--- src/rtl/cordic_muldiv_pipe.sv ---
// cordic_muldiv_pipe: fully pipelined linear-mode CORDIC multiply / divide unit.
//   One CORDIC iteration per pipeline stage: input register, ITER iteration
//   stages, output register. Latency ITER+2, throughput one op per cycle.
//   A global stall freezes every stage while the output is held.
//   Multiply: result = round(a * b / 2^(WIDTH-1)), b in Q1.(WIDTH-1).
//   Divide:   result = b / a in Q(WIDTH+1).(WIDTH-1), ovf when out of range.
// Configuration macro: CORDIC_DIV_EN. When it is undefined, divide mode is not
//   built, mode_i is ignored and ovf_o is tied low.
// Ports:
//   clk_i, aresetn_i    clock, async active-low reset
//   valid_i / ready_o   input handshake; ready_o = ~valid_o | ready_i
//   mode_i              0 = multiply, 1 = divide
//   a_i, b_i            signed operands (WIDTH bits)
//   valid_o / ready_i   output handshake
//   result_o            signed result (2*WIDTH bits)
//   ovf_o               divide out of range, qualified by valid_o
// Legal ITER range is 4..WIDTH.
module cordic_muldiv_pipe #(
  parameter int unsigned WIDTH = 16,
  parameter int unsigned ITER  = WIDTH
) (
  input  logic                 clk_i,
  input  logic                 aresetn_i,
  input  logic                 valid_i,
  output logic                 ready_o,
  input  logic                 mode_i,
  input  logic [WIDTH-1:0]     a_i,
  input  logic [WIDTH-1:0]     b_i,
  output logic                 valid_o,
  input  logic                 ready_i,
  output logic [2*WIDTH-1:0]   result_o,
  output logic                 ovf_o
);

  localparam int unsigned DW = 2*WIDTH + 2;  // two guard bits over the result width
  localparam int unsigned FB = WIDTH - 1;    // fraction bits of the aligned operands
  localparam logic [DW-1:0] HALF = DW'(1) << (FB - 1);

  typedef struct packed {
    logic                 mode;
    logic                 ovf;
    logic signed [DW-1:0] x;
    logic signed [DW-1:0] y;
    logic signed [DW-1:0] z;
  } stage_t;

  stage_t stage_q [0:ITER];
  logic   vld_q   [0:ITER];
  stage_t in_d;

  logic                 out_vld_q;
  logic                 out_ovf_q;
  logic [2*WIDTH-1:0]   out_res_q;
  logic                 adv_c;

  logic signed [DW-1:0] a_ext_c;
  logic signed [DW-1:0] b_ext_c;

  // Global stall: everything advances unless a result is waiting for the sink.
  assign adv_c   = ~out_vld_q | ready_i;
  assign ready_o = adv_c;

  assign a_ext_c = DW'($signed(a_i));
  assign b_ext_c = DW'($signed(b_i));

`ifdef CORDIC_DIV_EN
  logic signed [DW-1:0] abs_a_c;
  logic signed [DW-1:0] abs_b_c;
  logic                 div_ovf_c;

  // Quotient must satisfy |b/a| < 2 to fit the z accumulator range.
  assign abs_a_c   = a_ext_c[DW-1] ? -a_ext_c : a_ext_c;
  assign abs_b_c   = b_ext_c[DW-1] ? -b_ext_c : b_ext_c;
  assign div_ovf_c = (a_ext_c == '0) | (abs_b_c >= (abs_a_c <<< 1));
`else
  logic unused_mode;
  assign unused_mode = mode_i;
`endif

  // Input stage: align operands and load the CORDIC registers for the mode.
  always_comb begin
    in_d   = '0;
    in_d.x = a_ext_c <<< FB;
    in_d.z = b_ext_c;
`ifdef CORDIC_DIV_EN
    in_d.mode = mode_i;
    if (mode_i) begin
      in_d.y   = b_ext_c <<< FB;
      in_d.z   = '0;
      in_d.ovf = div_ovf_c;
    end
`endif
  end

  always_ff @(posedge clk_i or negedge aresetn_i) begin
    if (!aresetn_i) begin
      stage_q[0] <= '0;
      vld_q[0]   <= 1'b0;
    end else if (adv_c) begin
      stage_q[0] <= in_d;
      vld_q[0]   <= valid_i;
    end
  end

  // One linear-mode CORDIC iteration per stage.
  for (genvar i = 0; i < int'(ITER); i++) begin : g_iter
    localparam logic [DW-1:0] STEP = DW'(1) << (FB - i);

    stage_t               cur_c;
    stage_t               nxt_d;
    logic signed [DW-1:0] xs_c;

    assign cur_c = stage_q[i];
    assign xs_c  = $signed(cur_c.x) >>> i;

    always_comb begin
      nxt_d = cur_c;
`ifdef CORDIC_DIV_EN
      if (cur_c.mode) begin
        // Drive y toward zero; z accumulates the quotient.
        if (cur_c.y[DW-1] == cur_c.x[DW-1]) begin
          nxt_d.y = cur_c.y - xs_c;
          nxt_d.z = cur_c.z + STEP;
        end else begin
          nxt_d.y = cur_c.y + xs_c;
          nxt_d.z = cur_c.z - STEP;
        end
      end else
`endif
      begin
        // Drive z toward zero; y accumulates the product.
        if (!cur_c.z[DW-1]) begin
          nxt_d.y = cur_c.y + xs_c;
          nxt_d.z = cur_c.z - STEP;
        end else begin
          nxt_d.y = cur_c.y - xs_c;
          nxt_d.z = cur_c.z + STEP;
        end
      end
    end

    always_ff @(posedge clk_i or negedge aresetn_i) begin
      if (!aresetn_i) begin
        stage_q[i+1] <= '0;
        vld_q[i+1]   <= 1'b0;
      end else if (adv_c) begin
        stage_q[i+1] <= nxt_d;
        vld_q[i+1]   <= vld_q[i];
      end
    end
  end

  stage_t               last_c;
  logic signed [DW-1:0] mul_rnd_c;
  logic [2*WIDTH-1:0]   res_d;
  logic                 ovf_d;

  assign last_c    = stage_q[ITER];
  // Half-up rounding of the product to an integer.
  assign mul_rnd_c = $signed(last_c.y + HALF) >>> FB;

  always_comb begin
    res_d = mul_rnd_c[2*WIDTH-1:0];
    ovf_d = 1'b0;
`ifdef CORDIC_DIV_EN
    if (last_c.mode) begin
      ovf_d = last_c.ovf;
      res_d = last_c.ovf ? '0 : last_c.z[2*WIDTH-1:0];
    end
`endif
  end

  always_ff @(posedge clk_i or negedge aresetn_i) begin
    if (!aresetn_i) begin
      out_vld_q <= 1'b0;
      out_ovf_q <= 1'b0;
      out_res_q <= '0;
    end else if (adv_c) begin
      out_vld_q <= vld_q[ITER];
      if (vld_q[ITER]) begin
        out_res_q <= res_d;
        out_ovf_q <= ovf_d;
      end
    end
  end

  assign valid_o  = out_vld_q;
  assign result_o = out_res_q;
  assign ovf_o    = out_ovf_q;

  // Guard bits, x and (in multiply-only builds) z of the last stage are not needed.
  logic unused_bits;
  assign unused_bits = ^{last_c, mul_rnd_c};

endmodule

--- config.mk ---
export PLATFORM = sky130hd
export DESIGN_NAME = cordic_muldiv_pipe
export DESIGN_NICKNAME = d
export VERILOG_FILES = /design/src/rtl/cordic_muldiv_pipe.sv
export SDC_FILE = /design/constraint.sdc
export NUM_CORES = 2
export LEC_CHECK = 0
export BUFFER_PORTS_ARGS = -buffer_cell sky130_fd_sc_hd__buf_2
export CAP_MARGIN = 20
export CORE_AREA = 2 2 403 405
export CTS_CLUSTER_DIAMETER = 120
export DETAILED_ROUTE_END_ITERATION = 10
export DIE_AREA = 0 0 405 407
export PLACE_DENSITY = 0.75
export REMOVE_ABC_BUFFERS = 1
export SLEW_MARGIN = 15
export SYNTH_ARGS = -nofsm -noshare
export SYNTH_HDL_FRONTEND = slang
export SYNTH_SLANG_ARGS = --single-unit
--- constraint.sdc ---
create_clock -name clk_i -period 12.4 [get_ports clk_i]
set_input_delay 0.62 -clock clk_i [delete_from_list [all_inputs] [get_ports clk_i]]
set_output_delay 0.62 -clock clk_i [all_outputs]
set_load 0.02 [all_outputs]
== Word-level counts from Yosys, hierarchy flattened ==
Index checks and enable logic that the tools add are counted.
Operators by class
  $add $sub $neg: 64
  multipliers: 0
  div/mod/pow operators: 0
  $lt $le $gt $ge: 0
  equal/unequal tests: 0
  shifts and indexed selects: 0
  multiplexer cells: 16
  bitwise logic cells: 2
  reduce and logical (&&, ||, !) cells: 1
Operators by type and width (number)
  two-way mux 68 bit: 16
  adder 34 x 15 -> 34 bit (second input constant): 2
  adder 34 x 1 -> 34 bit (second input constant): 1
  adder 34 x 10 -> 34 bit (second input constant): 1
  adder 34 x 11 -> 34 bit (second input constant): 1
  adder 34 x 12 -> 34 bit (second input constant): 1
  adder 34 x 13 -> 34 bit (second input constant): 1
  adder 34 x 14 -> 34 bit (second input constant): 1
  adder 34 x 16 -> 34 bit: 1
  adder 34 x 17 -> 34 bit: 1
  adder 34 x 18 -> 34 bit: 1
  adder 34 x 19 -> 34 bit: 1
  adder 34 x 2 -> 34 bit (second input constant): 1
  adder 34 x 20 -> 34 bit: 1
  adder 34 x 21 -> 34 bit: 1
  adder 34 x 22 -> 34 bit: 1
  adder 34 x 23 -> 34 bit: 1
  adder 34 x 24 -> 34 bit: 1
  adder 34 x 25 -> 34 bit: 1
  adder 34 x 26 -> 34 bit: 1
  adder 34 x 27 -> 34 bit: 1
  adder 34 x 28 -> 34 bit: 1
  adder 34 x 29 -> 34 bit: 1
  adder 34 x 3 -> 34 bit (second input constant): 1
  other kinds (43): 43
Storage, ports and cells
  bits in registers: 1363
  bits in latches: 0
  bits in writable memories: 0
  ROM bits: 0
  output and inout port bits: 35
  memories kept: 0

== Depth between registers and ports, before layout ==
  depth after elaboration: 3
  depth in mapped cells: 21
  mapped depth without buffers: 21

== Worst setup path after synthesis ==
OpenSTA, ideal clock, no wires.
  path type: register -> register
  start: register stage_q (netlist bit g_iter[15].cur_c[90])
  end: register stage_q (netlist bit last_c[67])
  library setup time: 0.137 ns
  arrival: 3.799 ns
  data required time: 12.263 ns
  setup slack: 8.464 ns
  cell stages (with the launch flop): 22
  path buffers: 0
  clock period less this slack: 3.936 ns
  path through: dfrtp_1 > nor3_2 > nand2_1 > or3_1 > nor3_1 > nand2_1 > nor2_1 > nand2_1 > ha_1 > inv_1 > o21ai_0 > ha_1 > a21o_1 > a21o_1 > a21oi_1 > nand4_1 > o211ai_1 > a21oi_1 > a211o_1 > a21oi_1 > xnor2_1 > a21oi_1
Between the ends
  cells in the longest elaborated chain, start to end: 2
  elaborated cells between the ends (all ways): 3
  classes of those cells: 2 x add/sub; 1 x mux
Ends and longest elaborated chain
  start, declared: RTL line 47  | stage_t stage_q [0:ITER];
  start signal, assigned by index: RTL line 147  | stage_q[i+1] <= nxt_d;
  adder 34 x 16 -> 34 bit / subtractor 34 x 16 -> 34 bit (equally long branches): RTL line 133, 136
  two-way mux 68 bit *: RTL line 132  | if (!cur_c.z[DW-1]) begin
Every way passes the cells marked *; elsewhere a longest branch is shown, timed or not.
A chain may end at the register's enable or synchronous reset.

== Worst setup path in the final report ==
  start: register stage_q (netlist bit g_iter[14].cur_c[83])
  end: register stage_q (netlist bit g_iter[15].cur_c[67])
Between the ends
  cells in the longest elaborated chain, start to end: 2
  elaborated cells between the ends (all ways): 3
  classes of those cells: 2 x add/sub; 1 x mux
Ends and longest elaborated chain (RTL line)
  adder 34 x 17 -> 34 bit / subtractor 34 x 17 -> 34 bit (equally long branches): 133, 136
  two-way mux 68 bit *: 132
Marked as above.

==> results.py <==
metrics = {
    "placed_design": {
        "place.gp.congestion": 0.8929,
        "hpwl_um": 113600,
        "io_buffers": 68,
    },
    "synthesis": {
        "synth.top_cell.area_share_pct": 36.19,
        "synth_area_leaders": "dfrtp_1, ha_1, nand2_1",
        "syn_avg_cell_area_sq_um": 8.402,
        "ys_warn_count": 0,
        "synth.most_common_cell": "nand2_1",
        "synth_cell_types": 106,
        "syn_inst": 9291,
        "yosys.area.top_type": "dfrtp_1",
        "async_reset_ff_share_pct": 100.0,
        "synth-seq-area-share_pct": 36.19,
        "netlist_area_sq_um": 78060,
        "synth_edf_count": 0,
        "ys_ff_latch": 1129,
        "ys_top_cells_by_count": "nand2_1, dfrtp_1, a21oi_1",
        "ys.flop_type": "dfrtp_1",
    },
    "floorplanning": {
        "start_util_pct": 48.73,
        "dieWidth_um": 405,
        "die_h_um": 407,
        "io_pins": 72,
        "num_rows": 147,
        "die-area_sq_um": 164800,
        "core_region_area_sq_um": 160200,
    },
    "timing": {
        "timing.final.crit_share_pct": 39.21,
        "setup_viol": 0,
        "rsz0062_at_grt": "no",
        "slew_viol_final": 0,
        "finalHoldViolCount": 0,
        "clock_skew_ps": 34.58,
        "finalCriticalPeriod_ps": 4862,
        "tightest_slew_ps": 1139,
        "fmax_mhz": 205.7,
        "slew_headroom_pct": 24.10,
        "fin_tns_setup_ps": 0,
    },
    "min_path": {
        "worstHoldPathType": "input pin to flop",
        "hold_start": "a_i[5]",
    },
    "clock_network": {
        "cts_buffer_depth": 3,
        "clock_latency_ps": 760,
        "cts_buffers": 134,
        "clock_sinks": 1129,
        "root_buffer": "clkbuf_16",
        "postCtsSetupBuffers": 0,
        "clkTransAtPathRegs_ps": 60,
        "cts_tree": "done",
        "htreeDepth": 4,
    },
    "routing": {
        "ant_nets": 0,
        "wl_per_cell_um": 14.17,
        "routed_wl_um": 162300,
        "initialDrtViolationCount": 3234,
        "vias": 63344,
        "drc_errors": 0,
        "vias_per_cell": 5.527,
        "first_pass_iters": 7,
    },
    "global_route": {
        "grt_pass1_vias": 64080,
        "grt_usage_pct": 19.64,
        "grt_max_degree": 227,
        "grt_overflow": 0,
        "antenna_found_initial": 0,
        "grt_pass1_wl_um": 282200,
    },
    "setup_path": {
        "arrival_ps": 5460,
        "cp-end-kind": "flop",
        "startpoint_type": "flop",
        "cp_max_fo": 6,
        "critPathLaunch": "g_iter[14].cur_c[83]",
        "path_class": "flop to flop",
        "cp.required_ps": 13000,
        "reg2reg_from": "g_iter[14].cur_c[83]",
    },
    "job": {
        "timing.max_cap.violations": 0,
    },
    "run_status": {
        "status": "finished, final reports clean",
    },
    "layout": {
        "fin_util_pct": 52.94,
        "nFillCells": 14519,
        "diodes": 0,
        "layout.nets": 9962,
        "drive_gt1_share_pct": 4.527,
        "synthToLayoutAreaGrowth_pct": 8.650,
    },
}
[layout make-up]
| type | instances | area, sq um | area share (%) |
|---|---|---|---|
| clock buffer | 195 | 4044 | 4.768 |
| clock inverter | 43 | 412.9 | 0.4868 |
| inverter | 214 | 810.8 | 0.9559 |
| multi-input combinational | 7583 | 47590 | 56.11 |
| sequential | 1129 | 28250 | 33.31 |
| tap | 2160 | 2703 | 3.186 |
| timing repair buffer | 136 | 1006 | 1.186 |
[per-layer routing]
layer	global-route usage, %	up-vias	wire, um
met3	2.419	399	4221
li1	-	32502	-
met1	21.16	29491	67470
met4	7.639	0	5145
met5	0	-	0
met2	38.52	952	85500
[placed cells by master, fill, tap and decap left out, types with 64 or more instances in the layout]
cell          n
inv_1       213
nand2b_1    120
xnor2_1     488
o21bai_1     76
mux2i_1      68
a21o_1      342
nor2_1      803
o21ai_0     590
clkbuf_16   143
nor2b_1      64
buf_2        67
nor3_1      179
nand2_1    1685
a31oi_1      84
o31ai_1      74
nand3_1     139
o21a_1       78
ha_1        712
a211oi_1     70
a21oi_1    1010
xor2_1      311
dfrtp_1    1129
[registers in the layout, indices dropped and copies added, names as in the netlist]
register / cells
g_iter.xs_c: 16
last_c: 20
vld_q: 17
g_iter.cur_c: 1056
valid_o: 1
result_o: 19
[worst paths after layout]
check / slack, ps / cells past startpoint / end
max: 7540 / 18 / g_iter[15].cur_c[67]
min: 60 / 3 / g_iter[0].xs_c[20]
max reg2reg: 7540 / 18 / g_iter[15].cur_c[67]
min reg2reg: 460 / 2 / vld_q[10]
max in group asynchronous: 8990 / 5 / g_iter[1].cur_c[85]
min in group asynchronous: 460 / 2 / g_iter[13].cur_c[3]
[cell families after synthesis]
family                     after synthesis  share of synthesized area [%]
and+or+nand+nor                       3321                          18.38
AOI/OAI and AO/OA                     2663                          20.88
DFF                                   1129                          36.19
xor gates and xnor gates               799                          8.964
adders and majority gates              727                          11.80
buffers and inverters                  579                          2.858
muxes                                   72                         0.9296
other                                    1                       0.004804
[metrics by stage]
| stage | cell area [sq um] | setup WS, ps | hold WS, ps | std cells |
|---|---|---|---|---|
| 2_1_floorplan | 76640 | -116890 | 324.4 | 8926 |
| 3_3_place_gp | 80220 | 7626 | 449.8 | 11207 |
| 3_5_place_dp | 80220 | 7680 | 454.9 | 11207 |
| 4_1_cts | 84810 | 7652 | 0.9443 | 11459 |
| 5_1_grt | 84820 | 7266 | 37.79 | 11460 |
| 6_report | 84820 | 7538 | 56.93 | 11460 |
[critical path: stages, from the launching register on]
cell       delay, ps
dfrtp_1          440
inv_1            120
ha_1             240
nand2_1           80
nor3_1           380
nor3b_1          560
nand3_1          150
ha_1             290
inv_1             60
o21ai_0           70
ha_1             400
nand4_1          150
a2111oi_1        730
o21ai_1          240
a21oi_1          290
o311a_1          210
nor2_1            50
xnor2_1          160
a21oi_1           90
[what timing repair did]
item	CTS	global route
gates resized for setup	0	0
hold buffers	14	0
endpoints found under the hold margin	89	0
Power is left out: the tool's default activity adds up to more than one toggle a clock period on the data nets, which glitch-free logic cannot reach.
